<file path="src/rtl/fpu_half_pkg.sv">
// Shared types, FP16 constants and the result flag decoder for the
// bit-serial fp16 adder sequencer.
package fpu_half_pkg;

    // Top-level operation sequencing
    typedef enum logic [1:0] {
        IDLE   = 2'd0,
        SHIFT  = 2'd1,
        SETTLE = 2'd2,
        RESP   = 2'd3
    } state_t;

    // Four strobe phases that make up one serial bit period
    typedef enum logic [1:0] {
        SETUP = 2'd0,
        BHI   = 2'd1,
        GAP   = 2'd2,
        AHI   = 2'd3
    } phase_t;

    localparam logic [4:0]  FP16_EXP_MAX = 5'h1F;
    localparam logic [15:0] FP16_QNAN    = 16'h7FFF;

    // Returns {nan, inf, zero} for an fp16 value; sign is ignored.
    function automatic logic [2:0] fp16_flags(input logic [15:0] y);
        logic exp_max;
        exp_max = (y[14:10] == FP16_EXP_MAX);
        return {exp_max && (y[9:0] != 10'd0),
                exp_max && (y[9:0] == 10'd0),
                (y[14:0] == 15'd0)};
    endfunction

endpackage

</file>
<file path="src/rtl/fp_add_half_seq_if.sv">
// Request/response channel between the issue logic and the fp16 add sequencer.
interface fp_add_half_seq_if;
    logic        req_valid;
    logic        req_ready;
    logic [15:0] req_a;
    logic [15:0] req_b;
    logic        rsp_valid;
    logic        rsp_ready;
    logic [15:0] rsp_y;
    logic [2:0]  rsp_flags;

    // Issue side: sends operands, consumes results
    modport master (
        output req_valid, req_a, req_b, rsp_ready,
        input  req_ready, rsp_valid, rsp_y, rsp_flags
    );

    // Sequencer side
    modport slave (
        input  req_valid, req_a, req_b, rsp_ready,
        output req_ready, rsp_valid, rsp_y, rsp_flags
    );
endinterface

</file>
<file path="src/rtl/fp16_serializer.sv">
// Shifts two fp16 operands MSB-first into the serial adder using
// non-overlapping two-phase strobes: SETUP, sckb high, GAP, scka high.
module fp16_serializer
    import fpu_half_pkg::*;
#(
    parameter int PHASE_CYC = 1
) (
    input  logic        clk,
    input  logic        rst,
    input  logic        start,
    input  logic [15:0] a,
    input  logic [15:0] b,
    output logic        done,
    output logic        sdi_a,
    output logic        sdi_b,
    output logic        sckb,
    output logic        scka
);

    localparam int            CW       = (PHASE_CYC > 1) ? $clog2(PHASE_CYC) : 1;
    localparam logic [CW-1:0] CYC_LAST = CW'(PHASE_CYC - 1);

    logic          active_reg;
    phase_t        phase_reg;
    logic [CW-1:0] cyc_reg;
    logic [3:0]    idx_reg;
    logic          sckb_reg;
    logic          scka_reg;
    logic          phase_end;
    logic          bit_end;
    logic          last_bit;

    assign phase_end = active_reg && (cyc_reg == CYC_LAST);
    assign bit_end   = phase_end && (phase_reg == AHI);
    assign last_bit  = (idx_reg == 4'd0);
    // High on the edge that ends the scka pulse of bit 0
    assign done      = bit_end && last_bit;

    // Phase and bit sequencing; the cycle counter never passes PHASE_CYC-1
    // and the bit index stops at 0 when the serializer goes inactive.
    always_ff @(posedge clk) begin
        if (rst) begin
            active_reg <= 1'b0;
            phase_reg  <= SETUP;
            cyc_reg    <= '0;
            idx_reg    <= 4'd0;
            sckb_reg   <= 1'b0;
            scka_reg   <= 1'b0;
        end else if (start) begin
            active_reg <= 1'b1;
            phase_reg  <= SETUP;
            cyc_reg    <= '0;
            idx_reg    <= 4'd15;
            sckb_reg   <= 1'b0;
            scka_reg   <= 1'b0;
        end else if (phase_end) begin
            cyc_reg <= '0;
            case (phase_reg)
                SETUP: begin
                    phase_reg <= BHI;
                    sckb_reg  <= 1'b1;
                end
                BHI: begin
                    phase_reg <= GAP;
                    sckb_reg  <= 1'b0;
                end
                GAP: begin
                    phase_reg <= AHI;
                    scka_reg  <= 1'b1;
                end
                default: begin
                    phase_reg <= SETUP;
                    scka_reg  <= 1'b0;
                    if (last_bit) begin
                        active_reg <= 1'b0;
                    end else begin
                        idx_reg <= idx_reg - 4'd1;
                    end
                end
            endcase
        end else if (active_reg) begin
            cyc_reg <= cyc_reg + 1'b1;
        end
    end

    assign sckb = sckb_reg;
    assign scka = scka_reg;

    // Lane 0 carries operand A, lane 1 operand B. Bit 15 goes straight to
    // sdi on load; the remaining bits wait in a 15-bit shift register.
    genvar gi;
    generate
        for (gi = 0; gi < 2; gi++) begin : g_lane
            logic [15:0] opnd;
            logic [14:0] sh_reg;
            logic        sdi_reg;

            assign opnd = (gi == 0) ? a : b;

            // Load the operand, then advance one bit at the end of each AHI
            always_ff @(posedge clk) begin
                if (rst) begin
                    sh_reg  <= '0;
                    sdi_reg <= 1'b0;
                end else if (start) begin
                    sh_reg  <= opnd[14:0];
                    sdi_reg <= opnd[15];
                end else if (bit_end) begin
                    sh_reg  <= {sh_reg[13:0], 1'b0};
                    sdi_reg <= last_bit ? 1'b0 : sh_reg[14];
                end
            end
        end
    endgenerate

    assign sdi_a = g_lane[0].sdi_reg;
    assign sdi_b = g_lane[1].sdi_reg;

endmodule

</file>
<file path="src/rtl/fp_add_half_seq.sv">
// Sequencer for the bit-serial fp16 adder: accepts one operand pair,
// serializes it into the adder, waits for the sum to settle, then holds
// the registered result and its flags until the consumer takes it.
module fp_add_half_seq
    import fpu_half_pkg::*;
#(
    parameter int PHASE_CYC  = 1,
    parameter int SETTLE_CYC = 2
) (
    input  logic                clk,
    input  logic                rst,
    fp_add_half_seq_if.slave    bus,
    output logic                sdi_a,
    output logic                sdi_b,
    output logic                sckb,
    output logic                scka,
    input  logic [15:0]         add_y
);

    localparam int            SW          = (SETTLE_CYC > 1) ? $clog2(SETTLE_CYC) : 1;
    localparam logic [SW-1:0] SETTLE_LAST = SW'(SETTLE_CYC - 1);

    state_t        state_reg;
    logic [SW-1:0] settle_reg;
    logic          rsp_valid_reg;
    logic [15:0]   rsp_y_reg;
    logic [2:0]    rsp_flags_reg;
    logic          idle;
    logic          start;
    logic          ser_done;

    // Operands are only sampled while idle and out of reset
    assign idle          = (state_reg == IDLE) && !rst;
    assign start         = idle && bus.req_valid;
    assign bus.req_ready = idle;

    fp16_serializer #(
        .PHASE_CYC (PHASE_CYC)
    ) u_ser (
        .clk   (clk),
        .rst   (rst),
        .start (start),
        .a     (bus.req_a),
        .b     (bus.req_b),
        .done  (ser_done),
        .sdi_a (sdi_a),
        .sdi_b (sdi_b),
        .sckb  (sckb),
        .scka  (scka)
    );

    // Operation FSM: handshakes, settle timing and result capture
    always_ff @(posedge clk) begin
        if (rst) begin
            state_reg     <= IDLE;
            settle_reg    <= '0;
            rsp_valid_reg <= 1'b0;
            rsp_y_reg     <= 16'h0000;
            rsp_flags_reg <= 3'b000;
        end else begin
            case (state_reg)
                IDLE: begin
                    if (bus.req_valid) begin
                        state_reg <= SHIFT;
                    end
                end
                SHIFT: begin
                    if (ser_done) begin
                        state_reg  <= SETTLE;
                        settle_reg <= '0;
                    end
                end
                SETTLE: begin
                    if (settle_reg == SETTLE_LAST) begin
                        rsp_y_reg     <= add_y;
                        rsp_flags_reg <= fp16_flags(add_y);
                        rsp_valid_reg <= 1'b1;
                        state_reg     <= RESP;
                    end else begin
                        settle_reg <= settle_reg + 1'b1;
                    end
                end
                default: begin
                    if (bus.rsp_ready) begin
                        rsp_valid_reg <= 1'b0;
                        state_reg     <= IDLE;
                    end
                end
            endcase
        end
    end

    assign bus.rsp_valid = rsp_valid_reg;
    assign bus.rsp_y     = rsp_y_reg;
    assign bus.rsp_flags = rsp_flags_reg;

endmodule

</file>
<file path="src/flat_wrapper.sv">
// flat-port wrapper written by rule: the top's interface ports become plain ports
module fp_add_half_seq_flat import fpu_half_pkg::*;
#(
    parameter int PHASE_CYC  = 1,
    parameter int SETTLE_CYC = 2
)
  (clk, rst, sdi_a, sdi_b, sckb, scka, add_y, bus_req_valid, bus_req_a, bus_req_b, bus_rsp_ready, bus_req_ready, bus_rsp_valid, bus_rsp_y, bus_rsp_flags);
  fp_add_half_seq_if bus_i ();
  input  logic clk;
  input  logic rst;
  output logic sdi_a;
  output logic sdi_b;
  output logic sckb;
  output logic scka;
  input  logic [15:0] add_y;
  input wire logic [$bits(bus_i.req_valid)-1:0] bus_req_valid;
  input wire logic [$bits(bus_i.req_a)-1:0] bus_req_a;
  input wire logic [$bits(bus_i.req_b)-1:0] bus_req_b;
  input wire logic [$bits(bus_i.rsp_ready)-1:0] bus_rsp_ready;
  output wire logic [$bits(bus_i.req_ready)-1:0] bus_req_ready;
  output wire logic [$bits(bus_i.rsp_valid)-1:0] bus_rsp_valid;
  output wire logic [$bits(bus_i.rsp_y)-1:0] bus_rsp_y;
  output wire logic [$bits(bus_i.rsp_flags)-1:0] bus_rsp_flags;
  assign bus_i.req_valid = bus_req_valid;
  assign bus_i.req_a = bus_req_a;
  assign bus_i.req_b = bus_req_b;
  assign bus_i.rsp_ready = bus_rsp_ready;
  assign bus_req_ready = bus_i.req_ready;
  assign bus_rsp_valid = bus_i.rsp_valid;
  assign bus_rsp_y = bus_i.rsp_y;
  assign bus_rsp_flags = bus_i.rsp_flags;
  fp_add_half_seq #(.PHASE_CYC(PHASE_CYC), .SETTLE_CYC(SETTLE_CYC)) u_core (.clk(clk), .rst(rst), .bus(bus_i), .sdi_a(sdi_a), .sdi_b(sdi_b), .sckb(sckb), .scka(scka), .add_y(add_y));
endmodule
</file>
<file path="config.mk">
export PLATFORM = sky130hd
export DESIGN_NAME = fp_add_half_seq_flat
export DESIGN_NICKNAME = d
export VERILOG_FILES = /design/src/rtl/fpu_half_pkg.sv /design/src/rtl/fp_add_half_seq_if.sv /design/src/rtl/fp16_serializer.sv /design/src/rtl/fp_add_half_seq.sv /design/src/flat_wrapper.sv
export SDC_FILE = /design/constraint.sdc
export NUM_CORES = 1
export LEC_CHECK = 0
export CELL_PAD_IN_SITES_DETAIL_PLACEMENT = 0
export CELL_PAD_IN_SITES_GLOBAL_PLACEMENT = 1
export CORE_MARGIN = 2
export CORE_UTILIZATION = 37
export DETAILED_ROUTE_END_ITERATION = 10
export GPL_TIMING_DRIVEN = 0
export PLACE_DENSITY_LB_ADDON = 0.1
export SLEW_MARGIN = 10
export SYNTH_ARGS = -nofsm -noshare
export SYNTH_HDL_FRONTEND = slang
export SYNTH_SLANG_ARGS = --single-unit
</file>
<file path="constraint.sdc">
create_clock -name clk -period 3.4 [get_ports clk]
set_input_delay 0.68 -clock clk [delete_from_list [all_inputs] [get_ports clk]]
set_output_delay 0.68 -clock clk [all_outputs]
set_load 0.005 [all_outputs]
</file>
==> summary.md <==
| Metric | Value |
|---|---|
| Status | `complete, no violations` |
| Via count | `approximately 2800` |
| Post-CTS Setup Inserts | `0` |
| Synth Area in Adders | `3.956%` |
| Hold_buf cts | `0` |
| Most common cell after layout, fill and taps aside | `clkdlybuf4s50_1` |
| Iteration-0 DRC Markers | `78` |
| Area Growth Syn to Fin | `37.93%` |
| Clk pwr share | `between 30% and 40%` |
| Pre-antenna DRT Iters | `4` |
| Switch share | `31.07%` |
| Global Route Usage Sum | `a little under a fifth` |
| Fill count | `about 730` |
| Crit-path max FO | `10` |
| Endpoint class of the critical path | `output pin` |
| Post-synthesis compound-gate area fraction | `18.15%` |
| Die X | `91.71 um` |
| Vias in the first global route | `roughly 2700` |
| Routed Antenna Nets | `0` |
| Syn Inst Count | `353` |
| CTS tree | `done` |
| Net Sw Power | `0.6682 mW` |
| Critical Path Most Common Cell | `clkdlybuf4s50_1` |
| Vias per cell | `5.098` |
| Logic pwr share | `roughly a quarter` |
| Clock root buffer | `clkbuf_8` |
| Startpoint Class | `input pin` |
| Syn Nets | `414` |
| # rows | `31` |
| Largest family of logic cells by synthesized area | `simple AND/OR/NAND/NOR gates` |
| RSZ-0062 raised after global routing | `no` |
| CP max stage delay | `0.53 ns` |
| HPWL reported at the end of detailed placement | `5.434 mm` |
| Worst R2R Setup Slack | `approximately 1.6 ns` |
| Register area share after synthesis | `45.71%` |
| Ant diodes | `0` |
| Asr flop ratio synth | `0%` |
| Residual DRC count | `0` |
| Register area | `around 0.0013 mm^2` |
| Min-Delay Path Class | `register to register` |
| Max reg flops | `30` |
| Tcrit/Tclk final | `roughly four fifths` |
| Slowest-stage cell, CP | `clkdlybuf4s50_1` |
| CP required | `2.72 ns` |
| Tmin final | `around 2.7 ns` |
| Int Power | `roughly 1.5 mW` |
| Tot Pwr | `between 2 and 2.5 mW` |
| PwrDens | `547.7 mW/mm^2` |
| Sequential power share | `43.4%` |
| CP delay by family, top | `buffers and inverters` |
| Post-Route WL | `7.529 mm` |
| H-tree depth | `3` |
| Setup CP Type | `input pin to output pin` |
| Setup TNS | `0 ns` |
| Area leader, netlist | `dfxtp_1` |
| Final Hold Vio Count | `0` |
| Most frequent cells in the layout | `clkdlybuf4s50_1, nand2_1, dfxtp_1` |
| Clock Latency Late Sink | `roughly 0.34 ns` |
| Dpl cell area | `0.003731 mm^2` |
| Worst clock skew | `0.01372 ns` |
| # setup viols final | `0` |
| Post-Syn Area | `approximately 0.0028 mm^2` |
| Gr ovfl total | `0` |
| Multi-input gate area | `0.001389 mm^2` |
| Layout Cells excl Fill | `543` |
| Post-Synth XOR/XNOR Area | `0.9231%` |
| Initial core utilization | `38.62%` |
| Core ar. | `0.007370 mm^2` |
| PortBufs | `76` |
| Post-synthesis mux area share | `less than 1%` |
| Worst Path Buf+Inv | `3` |
| Clk pin slew, worst setup/hold paths | `0.06 ns` |
| Netlist cell types | `37` |
| Largest net degree at the start of global routing | `11` |
| Number of enable flip-flop cells after synthesis | `0` |
| IO Pins | `77` |
| Worst EP arrival | `between 2 and 2.5 ns` |
| Crit path depth | `4` |
| Die height | `91.71 um` |
| Post-synth top area share | `45.71%` |
| Leak | `1.366 nW` |
| Placed Cells | `528` |
| Top FF cell, synth | `dfxtp_1` |
| Maxcap violations | `0` |
| Max Freq | `between 300 and 400 MHz` |
| Avg Inst Size Synth | `8.064 um^2` |
| Synth Warn # | `0` |
| CTS Buffer Depth | `2` |
| Worst hold slack | `0.4548 ns` |
| Peak supply drop | `0.2284 mV` |
| Total CTS buffers | `9` |
| Worst Tran Pin Value | `0.5593 ns` |
| Finished Cell Area | `0.003926 mm^2` |
| Simple-gate portion of the synthesized area | `25.41%` |
| Post-CTS sizing | `0` |
| Top cells by area, synth | `dfxtp_1, nand2_1, a311oi_1` |
| Crit-path cells | `clkdlybuf4s50_1 > buf_6 > nor2b_1 > clkdlybuf4s50_1` |
| Layout cells sized above 1 | `approximately 6.5%` |
| Initial antenna violation count | `0` |
| Global-route wire length before repair | `~13 mm` |
| Hold Path Stages | `2` |
| Worst Reg-to-Reg Cells | `5` |
| DR WL/cell | `13.87 um` |
| Die area | `approximately 0.0084 mm^2` |
| Num Clock Sinks | `65` |
| Worst relative slew slack | `62.71%` |
| Max-slew violation count | `0` |
| Post-synthesis sequential element count | `65` |
| Placer congestion estimate | `0.7854` |
| NumNets Final | `501` |
==> Yosys cell counts (2+ instances only) <==
library cell,instances
a211oi_1,2
a21oi_1,29
a221oi_1,2
a311oi_1,29
a41o_1,2
buf_2,8
clkbuf_1,14
dfxtp_1,65
ha_1,9
inv_1,9
nand2_1,70
nand2b_1,2
nand3_1,35
nand4_1,3
nor2_1,43
nor2b_1,2
nor3_1,3
nor3b_1,2
nor4_1,2
o21ai_0,3
or4_1,2
xor2_1,2
==> cell type report <==
type | count | area share, %
Buffer | 25 | 3.027
Tap cell | 99 | 3.155
Multi-Input combinational cell | 253 | 35.37
Clock buffer | 12 | 3.952
Clock inverter | 3 | 1.020
Timing Repair Buffer | 76 | 19.38
Sequential cell | 65 | 33.14
Inverter | 10 | 0.9560
==> cell families after synthesis <==
group / after synthesis
flops: 65
mux: 1
xor+xnor: 3
buf+inv: 35
compound gates: 73
simple gates: 167
fa+ha+maj: 9
==> tightest hold or removal path: cells and delay by family, from the launching register on <==
family | cells | cell delay [ns]
flip-flops | 1 | 0.31
AO/OA/AOI/OAI | 1 | 0.05
AND/OR/NAND/NOR | 1 | 0.05
==> routing by layer <==
layer | vias to the layer above | GRT usage, % | routed length, um
met2 | 71 | 27.51 | 3226
met3 | 7 | 3.451 | 380
met1 | 1269 | 25.88 | 3832
met5 | - | 0 | 0
li1 | 1421 | - | -
met4 | 0 | 7.960 | 90
==> final timing paths <==
kind,start,endpoint
worst max-delay path,rst,bus_req_ready
worst max register to register,u_core.u_ser.phase_reg[0],u_core.u_ser.g_lane[0].sh_reg[5]
worst min register to register,u_core.bus.rsp_y[4],u_core.bus.rsp_y[4]
worst min-delay path,u_core.bus.rsp_y[4],u_core.bus.rsp_y[4]
==> power by group through the flow <==
stage	combinational (mW)	clock (mW)	sequential (mW)
2_1_floorplan	0.363	0	0.933
3_3_place_gp	0.543	0	0.947
3_5_place_dp	0.551	0	0.949
4_1_cts	0.555	0.680	0.933
5_1_grt	0.618	0.709	0.948
6_report	0.552	0.665	0.934
==> stage by stage <==
stage                     worst slack [ns]  utilization [%]
after floorplan                      1.641                -
after global placement              0.6995            50.63
after detailed placement            0.6963            50.63
after CTS                           0.6940            53.28
after global routing                0.6483            53.28
final                               0.6870            53.28
Note: power is estimated with default switching activity, not from simulation.
